## src/rtl/fp_multiplier_seq.sv

```systemverilog
// Sequential IEEE-754-style multiplier: shift-add significand, normalise, RNE.
// Subnormal operands and results flush to zero; one operation in flight.
module fp_multiplier_seq #(
    parameter int EXP_W = 8,
    parameter int MAN_W = 23,
    localparam int W = 1 + EXP_W + MAN_W
) (
    input  logic         clk,
    input  logic         rst,
    input  logic         in_valid,
    output logic         in_ready,
    input  logic [W-1:0] input_a,
    input  logic [W-1:0] input_b,
    output logic         out_valid,
    input  logic         out_ready,
    output logic [W-1:0] product,
    output logic         overflow,
    output logic         underflow,
    output logic         invalid
);

    localparam int P  = MAN_W + 1;
    localparam int AW = 2 * P;
    localparam int EW = EXP_W + 2;
    localparam int CW = $clog2(P);

    localparam logic signed [EW-1:0] BIAS  = EW'((1 << (EXP_W - 1)) - 1);
    localparam logic signed [EW-1:0] EMAX  = EW'((1 << EXP_W) - 1);
    localparam logic signed [EW-1:0] EZERO = '0;
    localparam logic [W-1:0] QNAN =
        {1'b0, {EXP_W{1'b1}}, 1'b1, {(MAN_W - 1){1'b0}}};

    typedef enum logic [2:0] {
        IDLE,
        MULT,
        NORM,
        ROUND,
        DONE
    } state_t;

    state_t                 state_q, state_d;
    logic                   sign_q, sign_d;
    logic [P-1:0]           sig_a_q, sig_a_d;
    logic [P-1:0]           sig_b_q, sig_b_d;
    logic signed [EW-1:0]   exp_q, exp_d;
    logic [AW-1:0]          acc_q, acc_d;
    logic [CW-1:0]          cnt_q, cnt_d;
    logic [MAN_W-1:0]       frac_q, frac_d;
    logic                   guard_q, guard_d;
    logic                   sticky_q, sticky_d;
    logic                   spec_q, spec_d;
    logic                   nan_q, nan_d;
    logic [W-1:0]           prod_q, prod_d;
    logic                   ovf_q, ovf_d;
    logic                   unf_q, unf_d;
    logic                   inv_q, inv_d;

    logic [EXP_W-1:0] ea, eb;
    logic [MAN_W-1:0] fa, fb;
    logic             s_in;
    logic             a_zero, b_zero, a_inf, b_inf, a_nan, b_nan;
    logic             is_nan, is_spec;
    logic [W-1:0]     spec_res;

    assign ea   = input_a[W-2 -: EXP_W];
    assign eb   = input_b[W-2 -: EXP_W];
    assign fa   = input_a[MAN_W-1:0];
    assign fb   = input_b[MAN_W-1:0];
    assign s_in = input_a[W-1] ^ input_b[W-1];

    // Exponent 0 means zero: subnormal inputs are treated as zero.
    assign a_zero  = (ea == '0);
    assign b_zero  = (eb == '0);
    assign a_inf   = (ea == '1) && (fa == '0);
    assign b_inf   = (eb == '1) && (fb == '0);
    assign a_nan   = (ea == '1) && (fa != '0);
    assign b_nan   = (eb == '1) && (fb != '0);
    assign is_nan  = a_nan || b_nan || (a_zero && b_inf) || (a_inf && b_zero);
    assign is_spec = is_nan || a_inf || b_inf || a_zero || b_zero;

    always_comb begin
        spec_res = {s_in, {(W - 1){1'b0}}};
        if (is_nan) begin
            spec_res = QNAN;
        end else if (a_inf || b_inf) begin
            spec_res = {s_in, {EXP_W{1'b1}}, {MAN_W{1'b0}}};
        end
    end

    logic [AW-1:0]        addend;
    logic                 msb;
    logic [MAN_W:0]       frac_sum;
    logic                 inc;
    logic signed [EW-1:0] exp_r;

    assign addend   = AW'(sig_a_q) << cnt_q;
    assign msb      = acc_q[AW-1];
    assign inc      = guard_q && (sticky_q || frac_q[0]);
    // Hidden bit is always 1 here, so a fraction carry means 10.000...
    assign frac_sum = {1'b0, frac_q} + {{MAN_W{1'b0}}, inc};
    assign exp_r    = exp_q + EW'(frac_sum[MAN_W]);

    always_comb begin
        state_d  = state_q;
        sign_d   = sign_q;
        sig_a_d  = sig_a_q;
        sig_b_d  = sig_b_q;
        exp_d    = exp_q;
        acc_d    = acc_q;
        cnt_d    = cnt_q;
        frac_d   = frac_q;
        guard_d  = guard_q;
        sticky_d = sticky_q;
        spec_d   = spec_q;
        nan_d    = nan_q;
        prod_d   = prod_q;
        ovf_d    = ovf_q;
        unf_d    = unf_q;
        inv_d    = inv_q;
        unique case (state_q)
            IDLE: begin
                if (in_valid) begin
                    sign_d  = s_in;
                    sig_a_d = {1'b1, fa};
                    sig_b_d = {1'b1, fb};
                    exp_d   = $signed({2'b00, ea}) + $signed({2'b00, eb}) - BIAS;
                    acc_d   = '0;
                    cnt_d   = '0;
                    spec_d  = is_spec;
                    nan_d   = is_nan;
                    prod_d  = spec_res;
                    ovf_d   = 1'b0;
                    unf_d   = 1'b0;
                    inv_d   = 1'b0;
                    state_d = MULT;
                end
            end
            MULT: begin
                if (spec_q) begin
                    inv_d   = nan_q;
                    state_d = DONE;
                end else begin
                    if (sig_b_q[cnt_q]) begin
                        acc_d = acc_q + addend;
                    end
                    cnt_d = cnt_q + CW'(1);
                    if (cnt_q == CW'(MAN_W)) begin
                        state_d = NORM;
                    end
                end
            end
            NORM: begin
                if (msb) begin
                    frac_d   = acc_q[AW-2 -: MAN_W];
                    guard_d  = acc_q[P-1];
                    sticky_d = |acc_q[P-2:0];
                    exp_d    = exp_q + EW'(1);
                end else begin
                    frac_d   = acc_q[AW-3 -: MAN_W];
                    guard_d  = acc_q[P-2];
                    sticky_d = |acc_q[P-3:0];
                end
                state_d = ROUND;
            end
            ROUND: begin
                if (exp_r >= EMAX) begin
                    prod_d = {sign_q, {EXP_W{1'b1}}, {MAN_W{1'b0}}};
                    ovf_d  = 1'b1;
                end else if (exp_r <= EZERO) begin
                    prod_d = {sign_q, {(W - 1){1'b0}}};
                    unf_d  = 1'b1;
                end else begin
                    prod_d = {sign_q, exp_r[EXP_W-1:0], frac_sum[MAN_W-1:0]};
                end
                state_d = DONE;
            end
            DONE: begin
                if (out_ready) begin
                    state_d = IDLE;
                end
            end
            default: state_d = IDLE;
        endcase
    end

    always_ff @(posedge clk) begin
        if (rst) begin
            state_q  <= IDLE;
            sign_q   <= 1'b0;
            sig_a_q  <= '0;
            sig_b_q  <= '0;
            exp_q    <= '0;
            acc_q    <= '0;
            cnt_q    <= '0;
            frac_q   <= '0;
            guard_q  <= 1'b0;
            sticky_q <= 1'b0;
            spec_q   <= 1'b0;
            nan_q    <= 1'b0;
            prod_q   <= '0;
            ovf_q    <= 1'b0;
            unf_q    <= 1'b0;
            inv_q    <= 1'b0;
        end else begin
            state_q  <= state_d;
            sign_q   <= sign_d;
            sig_a_q  <= sig_a_d;
            sig_b_q  <= sig_b_d;
            exp_q    <= exp_d;
            acc_q    <= acc_d;
            cnt_q    <= cnt_d;
            frac_q   <= frac_d;
            guard_q  <= guard_d;
            sticky_q <= sticky_d;
            spec_q   <= spec_d;
            nan_q    <= nan_d;
            prod_q   <= prod_d;
            ovf_q    <= ovf_d;
            unf_q    <= unf_d;
            inv_q    <= inv_d;
        end
    end

    assign in_ready  = (state_q == IDLE);
    assign out_valid = (state_q == DONE);
    assign product   = prod_q;
    assign overflow  = ovf_q;
    assign underflow = unf_q;
    assign invalid   = inv_q;

endmodule

```

## config.mk

```make
export PLATFORM = sky130hd
export DESIGN_NAME = fp_multiplier_seq
export DESIGN_NICKNAME = d
export VERILOG_FILES = /design/src/rtl/fp_multiplier_seq.sv
export SDC_FILE = /design/constraint.sdc
export NUM_CORES = 1
export LEC_CHECK = 0
export CAP_MARGIN = 20
export CORE_ASPECT_RATIO = 0.6
export CORE_UTILIZATION = 25
export DETAILED_ROUTE_END_ITERATION = 8
export PLACE_DENSITY = 0.46
export REMOVE_ABC_BUFFERS = 1
export SLEW_MARGIN = 20
export SYNTH_ARGS = -nofsm -noshare
export SYNTH_HDL_FRONTEND = slang
export SYNTH_SLANG_ARGS = --single-unit
```

## constraint.sdc

```tcl
create_clock -name clk -period 5.5 [get_ports clk]
set_input_delay 1.375 -clock clk [delete_from_list [all_inputs] [get_ports clk]]
set_output_delay 1.375 -clock clk [all_outputs]
set_load 0.02 [all_outputs]
```

==> reports/results.txt, run 1 <==
status - completed
maximum operating frequency - 205 MHz
clock share of power - 35.7%
setup TNS - 0 ns
Initial Util - 25.4%
clk root buf - clkbuf_16
GRT Total Usage - 16.6%
yosys warns - 0
Pint - 2.26 mW
P&R area growth vs syn - 17.9%
multi-input logic area - 8150 um2
syn_area_per_cell - 7.65 um2
Initial DRC Count - 1013
Startpoint Class - flop
Layout Cells excl Fill - 2289
max cap viols - 0
Port Buffers - 104
Commonest cells post-synth - nand2_1 (227), dfxtp_1 (176), nor2_1 (166)
# setup viols final - 0
full die area - 49700 um2
CTS Hold Bufs - 0
Yosys top cell area share - 28.9%
Tcrit/Tclk final - 88.6%
Final ANT Viol Nets - 0
CP Max Fanout - 16
Max stage delay on crit path - 0.55 ns
first-pass GRT wire length - 64300 um
CP delay by family, top - compound AO/OA/AOI/OAI gates
Seq/Total Area, Yosys - 28.9%
worst path buffer plus inverter count - 2
slowest CP cell - a2111oi_0
CP Capture Type - flop
Die Y - 173 um
count of pins over their slew limit - 0
Setup WS pre-CTS - 0.761 ns
Least-Margin Pin Slew - 0.981 ns
total gr overflow - 0
pwr dens - 240 nW/um2
Clk pin slew, worst setup/hold paths - 0.07 ns
final worst setup slack - 0.627 ns
nets - 1774
Avg WL per Cell - 17.9 um
crit path kind - flop to flop
cts repair resizes - 0
flops & latches, synth - 176
Final Hold Vio Count - 0
sequential power share - 41.7%
Leak - 5.20 nW
layout cell share with drive strength beyond 1 - 6.43%
Sw Ratio - 34.5%
post-synthesis cell type count - 70
peak supply drop - 0.000162 V
CTS H-tree lvls - 4
clock skew - 0.0124 ns
DR DRC count - 0
Routed Wire Length - 41000 um
combinational power share - 22.6%
clock sinks - 176
Gate Count Post-Synth - 1596
pin count of the biggest net entering global routing - 81
RD Place Congestion - 0.916
CP required - 5.90 ns
CORE AREA - 48000 um2
Worst-Skew Late Latency - 0.46 ns
unrepaired setup endpoints after global routing - false
Main synth FF type - dfxtp_1
mapped cell area - 12200 um2
CTS Buffer Depth - 2
most common cell in the netlist - nand2_1
CP cell instances - buf_4 -> mux4_2 -> mux2i_1 -> nor2_1 -> a31oi_1 -> nor2_1 -> ha_1 -> and2_1 -> o32a_1 -> nand3_1 -> a21oi_1 -> o21ai_1 -> a2111oi_0 -> buf_4 -> o221ai_1 -> or4_1 -> nand2_1
CTS tree - yes
number of core rows - 62
headroom to the max-slew limit - 34.4%
total CTS buffers - 17
Total Power - 3.46 mW
min Tclk post-route - 4.87 ns
synth top area cells - dfxtp_1 (29%), nand2_1 (7.0%), ha_1 (7.0%)
setup bufs post-CTS - 0
die width - 287 um
Arrival @ worst endpoint - 5.27 ns
dpl cell area - 13800 um2
Top-Level Pins - 105
vias - 11800
DR vias/cell - 5.15
first drt pass iteration count - 7
n_diodes - 0
DP Cell Count - 2257
switching power - 1.19 mW
HP Class - flop to flop
Fill cells - 5125
post-synth top area cell - dfxtp_1
Synth async-reset ratio - 0%
FF/Latch Area - 3530 um2
vias in the first global route - 10800
Finished Cell Area - 14400 um2
Detailed Place HPWL - 32200 um
initial antenna violation count - 0
EDFF count, synth - 0
==> state kept, by name, summed over array words and instances (netlist names) <==
| name | flops |
|---|---|
| frac_q | 23 |
| underflow | 1 |
| nan_q | 1 |
| sig_a_q | 24 |
| cnt_q | 5 |
| sign_q | 1 |
| spec_q | 1 |
| invalid | 1 |
| overflow | 1 |
| product | 32 |
| acc_q | 48 |
| guard_q | 1 |
| exp_q | 10 |
| sig_b_q | 23 |
| state_q | 3 |
| sticky_q | 1 |
==> power by group through the flow <==
stage	sequential (mW)	clock, mW	combinational (mW)
5_1_grt	1.46	1.32	0.864
4_1_cts	1.44	1.27	0.780
6_report	1.44	1.23	0.782
3_5_place_dp	1.47	0	0.776
2_1_floorplan	1.46	0	0.469
3_3_place_gp	1.47	0	0.778
==> metrics by stage <==
step	util (%)	hold slack, ns
after floorplan	-	0.427
after global placement	28.8	0.441
after detailed placement	28.8	0.448
after CTS	30.0	0.455
after global routing	30.0	0.474
final	30.0	0.456
==> cells by family (layout without fill, tap and decap cells) <==
group	after synthesis	count (layout)	synth area share, %
simple gates	610	610	22.6
compound gates	436	436	22.3
buf+inv	135	188	4.37
fa+ha+maj	70	70	7.30
mux	91	91	8.95
flops	176	176	28.9
xor+xnor	78	78	5.60
==> worst paths after layout <==
check | start | endpoint | slack [ns] | cells past startpoint
setup / recovery | cnt_q[1] | acc_q[44] | 0.63 | 17
hold reg to reg | sig_b_q[22] | sig_b_q[22] | 0.46 | 2
setup reg to reg | cnt_q[1] | acc_q[44] | 0.63 | 17
hold / removal | sig_b_q[22] | sig_b_q[22] | 0.46 | 2
==> tightest hold or removal path, delay by kind of cell, from the launching register on <==
family,cells,cell delay (ns)
AO/OA/AOI/OAI,1,0.05
flip-flops,1,0.31
AND/OR/NAND/NOR,1,0.05
==> cell usage in the layout, fill, tap and decap left out, types with 5 or more instances in the layout <==
master	n
nand2_1	226
dfxtp_1	174
nor2_1	166
a21oi_1	158
clkdlybuf4s50_1	103
ha_1	68
mux2i_1	63
o21ai_0	62
nor3_1	52
xnor2_1	47
nand3_1	42
a211oi_1	37
a22oi_1	35
a21o_1	32
xor2_1	31
inv_1	27
nand4_1	25
nor4_1	24
o21ai_1	22
buf_4	22
clkbuf_16	17
o22ai_1	16
mux2_2	15
mux4_2	13
and2_1	12
nor2b_1	12
o21a_1	11
nand2b_1	10
and3_1	9
a31oi_1	8
o21bai_1	8
a2111oi_0	5
==> layer usage <==
metal	GRT usage (%)	wire length, um	vias up
met5	0	0	-
met4	3.21	449	0
met3	3.36	2560	25
met2	21.7	15500	321
met1	26.9	22500	5600
li1	-	-	5847
==> cell type report <==
cell class / count / share of cell area, %
Clock buffer: 18 / 3.05
Clock inverter: 14 / 1.03
Inverter: 30 / 0.782
Multi-Input combinational cell: 1285 / 56.6
Sequential cell: 176 / 24.5
Tap cell: 640 / 5.56
Timing Repair Buffer: 126 / 8.45
Power figures use the tool's default switching activity.
==> run 2: changes to the inputs <==
Settings changed: SKIP_CTS_REPAIR_TIMING set to 1, SLEW_MARGIN 20 to 10.
==> results of run 2 <==
The final DEF is identical to that of run 1; final timing and power are the same.
